==> src/rtl/arb_req_agent.sv <==
// arb_req_agent: holds one master's arbiter request from command accept to the last beat.
// Define ARB_REQ_TIMEOUT_EN to abandon commands whose grant never arrives.
module arb_req_agent #(
  parameter int LEN_W = 8,
  parameter int TO_W  = 8
) (
  input  logic             clk,
  input  logic             rst,
  input  logic             cmd_valid,
  output logic             cmd_ready,
  input  logic [LEN_W-1:0] cmd_len,
  output logic             req,
  input  logic             grant,
  input  logic             bus_ready,
  output logic             bus_en,
  output logic [LEN_W-1:0] beat_cnt,
  output logic             last,
  output logic             done,
  output logic             timeout,
  output logic             busy
);
  // state | meaning
  // IDLE  | accepting a command
  // REQ   | request raised, waiting for grant
  // OWN   | transferring beats; grant may drop and return
  // GAP   | one-cycle request release so lower priorities can win
  typedef enum logic [1:0] {IDLE, REQ, OWN, GAP} state_t;

  state_t           state, state_d;
  logic [LEN_W-1:0] len_q, len_d, beat_d;
  logic             req_d, done_d, timeout_d;
  logic             expired;

  assign cmd_ready = (state == IDLE);
  assign busy      = (state != IDLE);
  assign last      = (state == OWN) && (beat_cnt == len_q);
  assign bus_en    = (state == OWN) && grant && bus_ready;

`ifdef ARB_REQ_TIMEOUT_EN
  logic [TO_W-1:0] wait_cnt, wait_d;
  assign expired = (state == REQ) && !grant && (wait_cnt == {TO_W{1'b1}});
`else
  logic [TO_W-1:0] to_unused;
  assign to_unused = '0;
  assign expired   = 1'b0;
`endif

  always_comb begin
    state_d   = state;
    req_d     = req;
    len_d     = len_q;
    beat_d    = beat_cnt;
    done_d    = 1'b0;
    timeout_d = 1'b0;
`ifdef ARB_REQ_TIMEOUT_EN
    wait_d    = wait_cnt;
`endif
    case (state)
      IDLE: begin
        if (cmd_valid) begin
          state_d = REQ;
          req_d   = 1'b1;
          len_d   = cmd_len;
          beat_d  = '0;
`ifdef ARB_REQ_TIMEOUT_EN
          wait_d  = '0;
`endif
        end
      end
      REQ: begin
        // grant beats expiry when both land on the same cycle
        if (grant) begin
          state_d = OWN;
        end else if (expired) begin
          state_d   = GAP;
          req_d     = 1'b0;
          timeout_d = 1'b1;
        end
`ifdef ARB_REQ_TIMEOUT_EN
        if (!grant) wait_d = wait_cnt + TO_W'(1);
`endif
      end
      OWN: begin
        if (bus_en) begin
          if (last) begin
            state_d = GAP;
            req_d   = 1'b0;
            done_d  = 1'b1;
            beat_d  = '0;
          end else begin
            beat_d = beat_cnt + LEN_W'(1);
          end
        end
      end
      GAP: begin
        state_d = IDLE;
        req_d   = 1'b0;
      end
      default: state_d = IDLE;
    endcase
  end

  always_ff @(posedge clk or posedge rst) begin
    if (rst) begin
      state    <= IDLE;
      req      <= 1'b0;
      len_q    <= '0;
      beat_cnt <= '0;
      done     <= 1'b0;
      timeout  <= 1'b0;
    end else begin
      state    <= state_d;
      req      <= req_d;
      len_q    <= len_d;
      beat_cnt <= beat_d;
      done     <= done_d;
      timeout  <= timeout_d;
    end
  end

`ifdef ARB_REQ_TIMEOUT_EN
  always_ff @(posedge clk or posedge rst) begin
    if (rst) wait_cnt <= '0;
    else     wait_cnt <= wait_d;
  end
`endif

endmodule

==> config.mk <==
export PLATFORM = sky130hd
export DESIGN_NAME = arb_req_agent
export DESIGN_NICKNAME = d
export VERILOG_FILES = /design/src/rtl/arb_req_agent.sv
export SDC_FILE = /design/constraint.sdc
export NUM_CORES = 1
export LEC_CHECK = 0
export ABC_AREA = 1
export BUFFER_PORTS_ARGS = -buffer_cell sky130_fd_sc_hd__buf_2
export CAP_MARGIN = 10
export CORE_MARGIN = 5
export CORE_UTILIZATION = 54
export CTS_BUF_LIST = sky130_fd_sc_hd__clkbuf_8
export CTS_CLUSTER_DIAMETER = 30
export DETAILED_ROUTE_END_ITERATION = 10
export PLACE_DENSITY_LB_ADDON = 0.15
export REMOVE_ABC_BUFFERS = 1
export SYNTH_ARGS = -nofsm -noshare
export SYNTH_HDL_FRONTEND = slang
export SYNTH_SLANG_ARGS = --single-unit
==> constraint.sdc <==
create_clock -name clk -period 1.9 [get_ports clk]
set_input_delay 0.38 -clock clk [delete_from_list [all_inputs] [get_ports clk]]
set_output_delay 0.38 -clock clk [all_outputs]
set_load 0.02 [all_outputs]
-- After elaboration in Yosys (flattened, before gate mapping)
Cells that the tools add are included.
Widths: inputs -> output; s select.
- register bits: 20
- input port bits: 13
- word-level logic and storage cells: 41
- $add $sub $neg: 1
- equality and inequality tests: 8
- mux-type cells: 16
- bitwise gates (word level): 1
- reductions and logical operators: 10
- operators with widths (kind ; count):
    $mux 8 ; 3
    $pmux 8 s2 ; 1
    $add 8x1->8 const B ; 1
    $eq 8x8->1 ; 1
    $mux 2 ; 4
    $ne 2x2->1 const B ; 4
    $pmux 2 s4 ; 1
    $reduce_and 4->1 ; 2
    $mux 1 ; 6
    $eq 2x2->1 const B ; 2
    $reduce_bool 2->1 ; 2
    $logic_and 1x1->1 ; 3
    $pmux 1 s3 ; 1
    $reduce_and 3->1 ; 1
    $eq 2x1->1 const B ; 1
    $logic_not 2->1 ; 1
    $reduce_and 2->1 ; 1
    $not 1->1 ; 1

-- Logic depth before layout (Yosys ltp)
Gate-level depths: netlist (run 1).
- word-level depth: 5
- mapped depth: 11
- depth with buffers taken out: 10

-- Least setup slack after synthesis (run 1)
Ideal clock, no wire load.
- path type: register to register
- start point: register state[0]
- end point: register beat_cnt[7]
- data arrival time: 1.669 ns
- required time: 1.823 ns
- path slack: 0.154 ns
- cell stages (with the launch flop): 11
- cell sequence: dfrtp_1 inv_1 ha_1 inv_1 or2_0 nand2_2 buf_6 nor2_1 nand2_1 nand2_1 a21oi_1
- RTL lines (what ; RTL line ; source):
    start: declaration ; 29 ; state_t state, state_d;
    start signal: assignment ; 112 ; state <= state_d;
    $logic_not 2->1 (*) ; - ;
    named net cmd_ready ; 10 ; output logic cmd_ready,
    $ne 2x2->1 (no line) / $reduce_bool 2->1 (equally long branches) ; - ;
    $reduce_and 3->1 (no line) ; - ;
    end signal: assignment ; 115 ; beat_cnt <= beat_d;
    end: declaration ; 16 ; output logic [LEN_W-1:0] beat_cnt,
The timed path passes the listed nets; every way through them passes the cells marked *. The select of a mux whose other input is x is not followed.
A chain may end at the register's enable or synchronous reset.

-- Worst setup path in the final report (run 1)
- start point: register beat_cnt[5]
- end point: output last
- cells in the longest elaborated chain, start to end: 2
- RTL lines (what ; RTL line ; source):
    $eq 8x8->1 ; 36 ; assign last = (state == OWN) && (beat_cnt == len_q);
    $logic_and 1x1->1 ; 36 ;
    end: declaration ; 17 ; output logic last,
No other way between the ends.

==> reports/metrics.csv, run 1 <==
metric,value,unit
status,completed,
Synth top area share,43.38,%
met3 Use GR,2.088,%
io pins,28,
Placer Congestion,0.8348,
fraction of layout cells with a size suffix above 1,28.57,%
Synth top cells by count,"nand2_1 (41), dfrtp_1 (20), nor2_1 (15)",
clock transition at the registers of the reported paths,0.07,ns
Die Ht,56.22,um
I/O Buffers,26,
Vias,993,
RSZ-0062 raised after global routing,yes,
Tmin final,1.831,ns
Synth Area in Adders,5.423,%
Synth area leader,dfrtp_1,
Post-synth EDFFs,0,
DRT iter0 DRCs,6,
first-pass GRT wire length,4043,um
Fmax achieved,546.1,MHz
largest net degree at the start of global routing,21,
Synth Warn #,0,
#FFs+latches synth,20,
"Hold Vio Cnt, Final",0,
Setup-failing EPs final,0,
die width,56.22,um
Worst Skew,0.002741,ns
overall routed net length,2503,um
die area,0.003161,mm2
required time of the critical path,1.52,ns
number of max-cap violations,0,
critical path class,reg2out,
Final period util,96.39,%
final instance area,0.001353,mm2
setup repair bufs after CTS,0,
Row Count,16,
largest family of logic cells by synthesized area,simple AND/OR/NAND/NOR gates,
global route total overflow,0,
Skew-Pair Late Insertion Delay,0.25,ns
Critical Path Start Type,flip-flop,
"Arr. time, crit path",1.45,ns
Final Max Tran Viols,0,
Remaining DRCs,0,
H-tree Lvls,1,
Synth Area in XOR/XNOR,4.555,%
total global routing track utilization,16.35,%
area post-placement,0.001301,mm2
vias in the first global route,966,
met2 Track Usage GR,29.72,%
Critical Path End Type,output port,
mux cell area share after synthesis,4.881,%
syn avg cell area,8.182,um2
post-synth cell types,23,
Compound-Gate Fraction of Synth Area,9.761,%
Hold/Removal Path Class,in2async,
initial core utilization,57.62,%
Leak,0.7101,nW
root buffer cell,clkbuf_8,
vias per cell,5.092,
Post-DP HPWL,1857,um
area grow syn2layout,17.25,%
initial antenna violation count,0,
met1 usage,18.04,%
most numerous cell in the Yosys netlist,nand2_1,
ys async rst share,100.0,%
nets,188,
post-synthesis sequential area ratio,43.38,%
GR peak layer,met2,
Total Power,0.001860,W
TritonCTS buffer count,3,
TritonCTS clock tree,done,
core area,0.002002,mm2
routed len/inst,12.84,um
Syn Std Cell Area,0.001154,mm2
clk buf depth,2,
simple-gate share of the synthesized area,24.40,%
CP max FO,6,
ranking of synthesized cells by area,"dfrtp_1 (43%), nand2_1 (13%), ha_1 (5.4%)",
Cells after Synth,141,
drt pass-1 iters,4,
# clock sinks,20,
TNS Setup,0,ns
Final ANT Viol Nets,0,
Main synth FF type,dfrtp_1,
Worst VDD drop,0.001327,V
antenna cells,0,
Power Density,1375,mW/mm2
[final cells by class]
| type | instances | area (um2) |
|---|---|---|
| tap | 27 | 33.78 |
| timing repair buffer | 28 | 145.1 |
| inverter | 14 | 55.05 |
| sequential | 20 | 500.5 |
| multi-input combinational | 103 | 576.8 |
| clock buffer | 3 | 41.29 |
| fill | 172 | 649.4 |
[where the power goes]
| group | switching, W | leakage [nW] | internal, W |
|---|---|---|---|
| Clock | 0.000130 | 0.0216 | 0.000141 |
| Combinational | 0.000573 | 0.437 | 0.000337 |
| Sequential | 0.000115 | 0.252 | 0.000564 |
[worst paths after layout]
path                                          from                       to  slack (ns)  cells past startpoint
setup reg to reg              state[1]$_DFFE_PP0P_  beat_cnt[2]$_DFFE_PP0P_        0.16                      9
min in group clk                        cmd_len[0]     len_q[0]$_DFFE_PP0P_        0.36                      2
max in group asynchronous                      rst  beat_cnt[0]$_DFFE_PP0P_        1.55                      3
hold reg to reg                    req$_DFFE_PP0P_          req$_DFFE_PP0P_        0.48                      2
setup / recovery           beat_cnt[5]$_DFFE_PP0P_                     last        0.07                      8
hold / removal                                 rst     state[1]$_DFFE_PP0P_        0.14                      3
[metal layers]
layer | up-vias | wire, um | share of wire [%]
met1 | 479 | 1024 | 41
met4 | 0 | 25 | 1.0
met2 | 17 | 1375 | 55
li1 | 493 | - | -
met3 | 4 | 76 | 3.0
met5 | - | 0 | 0
[timing repair]
item,in CTS,in global routing
hold buffers,0,0
setup endpoints to repair,0,4
resized for setup,0,5
[critical path: stages, from the launching register on]
cell     delay, ns
dfrtp_1       0.44
inv_1         0.09
nand2_1       0.05
nand2_1       0.05
nand2_1       0.05
nor2_1        0.17
nand2_2       0.11
nor2_1        0.08
buf_2         0.16
[cell families after synthesis]
family,Yosys count
AND/OR/NAND/NOR,68
flip-flops,20
AO/OA/AOI/OAI,18
buffers and inverters,18
XOR/XNOR,6
adder cells (fa/ha/maj),5
multiplexers,5
other,1
[placed cells by master, fill, tap and decap left out, types with 2 or more instances in the layout]
| cell | instances |
|---|---|
| mux2_2 | 5 |
| o21bai_2 | 3 |
| o21ai_1 | 3 |
| inv_1 | 12 |
| nand2_1 | 41 |
| ha_1 | 4 |
| dfrtp_1 | 20 |
| buf_4 | 2 |
| nand2_2 | 2 |
| nand3_1 | 6 |
| nor2_1 | 15 |
| a21oi_1 | 10 |
| xnor2_1 | 5 |
| clkbuf_8 | 3 |
| buf_2 | 26 |
[registers in the layout (all words and copies together) (netlist names)]
register,cells
beat_cnt,8
done,1
len_q,8
req,1
state,2
[through the flow]
stage / hold WS (ns) / utilization, % / worst slack (ns) / cells
6_report: 0.1379 / 67.56 / 0.06867 / 195
4_1_cts: 0.1399 / 67.06 / 0.03756 / 195
2_1_floorplan: 0.3438 / - / 0.01454 / 137
3_5_place_dp: 0.4159 / 65.00 / 0.08539 / 192
5_1_grt: 0.1595 / 67.56 / -0.03897 / 195
3_3_place_gp: 0.4144 / 65.00 / 0.2033 / 192
No activity file was read; power rests on OpenSTA's default activity.
==> run 2, diff against run 1 <==
- CTS_BUF_LIST: sky130_fd_sc_hd__clkbuf_8 -> sky130_fd_sc_hd__clkbuf_4
==> reports/metrics.csv, run 2 (synthesized netlist as in run 1, its figures left out) <==
metric,value,unit,change
Die Ht,56.22,um,unchanged
biggest regs,"beat_cnt x8, len_q x8, state x2",,
crit-path max cell delay,0.44,ns,about the same
area grow syn2layout,22.67,%,
largest net degree at the start of global routing,21,,unchanged
total global routing track utilization,16.01,%,-0.34 points
drt pass-1 iters,4,,unchanged
Hold/Removal Path Class,in2async,,
initial antenna violation count,0,,unchanged
io pins,28,,unchanged
clock transition at the registers of the reported paths,0.11,ns,+0.04 ns
initial core utilization,57.62,%,unchanged
CP Buf/Inv Count,3,,+1
nets,194,,+3.2%
CP max FO,6,,unchanged
I/O Buffers,26,,unchanged
most frequent cells in the layout,"nand2_1 (41), buf_2 (25), dfrtp_1 (16)",,
H-tree Lvls,1,,unchanged
die area,0.003161,mm2,unchanged
dpl ws,0.08539,ns,unchanged
hold buffer count at cts,0,,unchanged
root buffer cell,clkbuf_4,,
Final period util,95.79,%,-0.59 points
Skew-Pair Late Insertion Delay,0.29,ns,+0.04 ns
TritonCTS clock tree,done,,
# clock sinks,20,,unchanged
DRT iter0 DRCs,18,,+12
required time of the critical path,1.52,ns,about the same
clk buf depth,2,,unchanged
vias per cell,5.085,,-0.15%
Tmin final,1.820,ns,-0.01122 ns
"Arr. time, crit path",1.44,ns,about the same
fraction of layout cells with a size suffix above 1,36.21,%,+7.6 points
Fmax achieved,549.4,MHz,+0.62%
Worst Skew,0.0007790,ns,-0.001962 ns
global route total overflow,0,,unchanged
critical path class,reg2out,,
status,completed,,
CP max-delay cell,dfrtp_1,,
Final Max Tran Viols,0,,unchanged
Worst VDD drop,0.001311,V,-1.2%
vias in the first global route,948,,-1.9%
core area,0.002002,mm2,unchanged
critical path's top delay family,flip-flops,,
first-pass GRT wire length,4015,um,-0.69%
Final ANT Viol Nets,0,,unchanged
"Top cell by count, worst path",inv_1,,
TNS Setup,0,ns,unchanged
Setup-failing EPs final,0,,unchanged
Critical Path Start Type,flip-flop,,
Remaining DRCs,0,,unchanged
routed len/inst,12.74,um,-0.78%
CP cell instances,"inv_1, ha_2, nand3_2, inv_1, buf_2",,
TritonCTS buffer count,3,,unchanged
Row Count,16,,unchanged
Critical Path End Type,output port,,
"Hold Vio Cnt, Final",0,,unchanged
Post-DP HPWL,1857,um,unchanged
post-layout util,70.69,%,+3.1 points
"most common cell after layout, fill and taps aside",nand2_1,,
Leak,0.7401,nW,+4.2%
overall routed net length,2560,um,+2.3%
antenna cells,0,,unchanged
WHS,0.08489,ns,-0.05298 ns
die width,56.22,um,unchanged
Power Density,1320,mW/mm2,-4.0%
final setup margin,0.07990,ns,+0.01122 ns
Placer Congestion,0.8348,,unchanged
number of max-cap violations,0,,unchanged
Vias,1022,,+2.9%
Total Power,0.001867,W,+0.42%
[run 2: stage by stage]
stage          cells  area [um2]
4_1_cts          195        1326
5_1_grt          201        1415
3_5_place_dp     192        1301
3_3_place_gp     192        1301
2_1_floorplan    137        1122
6_report         201        1415
[run 2: where the power goes]
part / leakage (nW) / total, W / switching [W] / internal (W)
Clock: 0.0138 / 0.000200 / 0.000126 / 0.0000736
Sequential: 0.246 / 0.000684 / 0.000118 / 0.000566
Combinational: 0.481 / 0.000984 / 0.000595 / 0.000388
Total: 0.740 / 0.00187 / 0.000839 / 0.00103
[run 2: worst paths after layout]
check                           cells past startpoint  slack, ns            startpoint                 endpoint
min in group clk                                    2       0.31            cmd_len[6]     len_q[6]$_DFFE_PP0P_
worst max-delay path                                5       0.08  state[0]$_DFFE_PP0P_                   bus_en
worst min-delay path                                3       0.08                   rst  beat_cnt[7]$_DFFE_PP0P_
max in group asynchronous                           3       1.59                   rst  beat_cnt[1]$_DFFE_PP0P_
worst max register to register                      9       0.13  state[1]$_DFFE_PP0P_  beat_cnt[2]$_DFFE_PP0P_
worst min register to register                      2       0.49       req$_DFFE_PP0P_          req$_DFFE_PP0P_
[run 2: worst min-delay path, stage by stage]
cell and delay, ns:
buf_2 0.09, inv_1 0.04, buf_4 0.26
[run 2: final cells by class]
class / instances / area, um2
Clock buffer: 3 / 22.52
Multi-Input combinational cell: 103 / 605.6
Fill cell: 167 / 586.8
Inverter: 14 / 55.05
Timing Repair Buffer: 34 / 192.7
Tap cell: 27 / 33.78
Sequential cell: 20 / 505.5
[run 2: layer usage]
layer	wire (um)	share of wire (%)	track usage (%)	up-vias
met3	76	3.0	2.088	6
met4	48	1.9	6.102	0
met2	1382	54	29.72	19
met5	0	0	0	-
met1	1052	41	18.33	491
li1	-	-	-	506
[run 2: repair_timing]
item	in CTS	in global routing
buffers inserted	0	6
gates resized for setup	1	14
endpoints found under the setup margin	1	5
pin swaps	0	3
==> run 3, diff against run 2 <==
- CELL_PAD_IN_SITES_DETAIL_PLACEMENT: not set -> 0
- CELL_PAD_IN_SITES_GLOBAL_PLACEMENT: not set -> 1
- CORE_UTILIZATION: 54 -> 40
==> reports/metrics.csv, run 3 (synthesized netlist as in run 1, its figures left out) <==
metric,value,unit,change
required time of the critical path,1.52,ns,about the same
post-placement cell count,195,,+1.6%
CP max-delay cell,dfrtp_1,,
CP max FO,6,,unchanged
Final Max Tran Viols,0,,unchanged
most frequent cells in the layout,"nand2_1 (41), buf_2 (25), dfrtp_1 (17)",,
crit-path max cell delay,0.47,ns,+0.03 ns
Power Density,1281,mW/mm2,-2.9%
multi-input gate area in the final layout,581.8,um2,-3.9%
Final ANT Viol Nets,0,,unchanged
io pins,28,,unchanged
Critical Path End Type,output port,,
Critical Path Start Type,flip-flop,,
P_sw,0.0007853,W,-6.4%
met1 WL,1042,um,-0.95%
vias in the first global route,868,,-8.4%
"Hold Vio Cnt, Final",0,,unchanged
Worst Skew,0.002358,ns,+0.001579 ns
Hold/Removal Path Class,in2async,,
overall routed net length,2376,um,-7.2%
core area,0.002758,mm2,+38%
Final period util,96.52,%,+0.73 points
global route total overflow,0,,unchanged
TritonCTS clock tree,done,,
largest net degree at the start of global routing,21,,unchanged
I/O Buffers,26,,unchanged
"most common cell after layout, fill and taps aside",nand2_1,,
initial core utilization,41.83,%,-16 points
TritonCTS buffer count,3,,unchanged
hold buffer count at cts,0,,unchanged
clock transition at the registers of the reported paths,0.11,ns,about the same
Sw Ratio,44.31,%,-0.62 points
nets,192,,-1.0%
area grow syn2layout,19.96,%,
R2R Setup Slk,0.15,ns,+0.02 ns
number of max-cap violations,0,,unchanged
Fmax achieved,545.3,MHz,-0.75%
Fillers,285,,+71%
RSZ-0062 raised after global routing,yes,,
Die Ht,63.71,um,+13%
Remaining DRCs,0,,unchanged
"Arr. time, crit path",1.45,ns,about the same
die area,0.004058,mm2,+28%
status,completed,,
Placer Congestion,0.7994,,-4.2%
met3 WL,108,um,+42%
Skew-Pair Late Insertion Delay,0.30,ns,about the same
antenna cells,0,,unchanged
Layout Cells excl Fill,204,,+1.5%
TNS Setup,0,ns,unchanged
drt pass-1 iters,4,,unchanged
R2R cell count,9,,unchanged
CP cell instances,"xnor2_1, nand2_1, nor2_1, nand2_2, nor2_1, buf_4",,
H-tree Lvls,1,,unchanged
Setup-failing EPs final,0,,unchanged
biggest regs,"beat_cnt x8, len_q x8, state x2",,
critical path class,reg2out,,
Tmin final,1.834,ns,+0.01378 ns
total global routing track utilization,12.28,%,-3.7 points
vias per cell,4.789,,-5.8%
root buffer cell,clkbuf_4,,
Seq pwr share,37.9,%,+1.3 points
die width,63.71,um,+13%
clk buf depth,2,,unchanged
Row Count,19,,+3
Reg2Reg Launch Point,state[0]$_DFFE_PP0P_,,
Vias,977,,-4.4%
initial antenna violation count,0,,unchanged
register area,504.2,um2,-0.25%
Leak,0.7210,nW,-2.6%
Internal,0.0009870,W,-4.0%
Highest Signal Layer,met4,,
reg2reg end,beat_cnt[2]$_DFFE_PP0P_,,
DRT iter0 DRCs,43,,+25
fraction of layout cells with a size suffix above 1,32.37,%,-3.8 points
Comb pwr share,50.6,%,-2.1 points
Post-DP HPWL,1808,um,-2.6%
routed len/inst,11.65,um,-8.6%
"Top cell by count, worst path",nor2_1,,
Worst VDD drop,0.0008049,V,-39%
Clock power frac,11.5,%,+0.8 points
met2 wire length,1194,um,-14%
first-pass GRT wire length,3960,um,-1.4%
Total Power,0.001772,W,-5.1%
# clock sinks,20,,unchanged
==> run 3: worst max path at each step <==
stage,cells after the start,end,startpoint
final,6,last,beat_cnt[3]$_DFFE_PP0P_
after global placement,9,beat_cnt[2]$_DFFE_PP0P_,state[1]$_DFFE_PP0P_
after global routing,8,last,beat_cnt[4]$_DFFE_PP0P_
after detailed placement,9,beat_cnt[2]$_DFFE_PP0P_,state[0]$_DFFE_PP0P_
after CTS,8,last,beat_cnt[4]$_DFFE_PP0P_
after floorplan,9,beat_cnt[2]$_DFFE_PP0P_,state[0]$_DFFE_PP0P_
==> run 3: routing by layer <==
metal | vias to the layer above | global-route usage [%]
met5 | - | 0
met4 | 0 | 5.455
met3 | 4 | 2.664
met2 | 15 | 21.07
met1 | 454 | 14.60
li1 | 504 | -
==> run 3: critical path: cells and delay by family (launching register included) <==
family / cells / cell delay (ns)
flops: 1 / 0.47
simple gates: 4 / 0.37
xor+xnor: 1 / 0.18
buf+inv: 1 / 0.15
==> run 3: power groups by stage <==
| stage | registers, W | clock network [W] | logic (W) |
|---|---|---|---|
| after floorplan | 0.000691 | 0 | 0.000648 |
| after global placement | 0.000671 | 0 | 0.000862 |
| after detailed placement | 0.000679 | 0 | 0.000874 |
| after CTS | 0.000669 | 0.000222 | 0.000882 |
| after global routing | 0.000699 | 0.000234 | 0.00104 |
| final | 0.000671 | 0.000204 | 0.000897 |
==> run 3: layout make-up <==
class	count	area share, %
Clock inverter	1	0.2712
Multi-Input combinational cell	103	42.04
Tap cell	31	2.803
Clock buffer	3	1.627
Sequential cell	20	36.44
Timing Repair Buffer	32	12.84
Inverter	14	3.978
==> run 3: repair_timing <==
action                     in CTS  in global routing
setup buffers                   0                  5
gates resized for setup         2                  6
setup endpoints to repair       1                  6
pin swaps                       0                  0
==> run 3: stage by stage <==
stage	util [%]	hold slack, ns	worst slack, ns	cell area, um2
after detailed placement	47.10	0.4226	0.1445	1299
after CTS	48.23	0.07021	0.006811	1330
after global routing	50.18	0.1121	-0.04197	1384
after floorplan	-	0.3438	0.01454	1122
final	50.18	0.08146	0.06612	1384
after global placement	47.10	0.4187	0.1867	1299
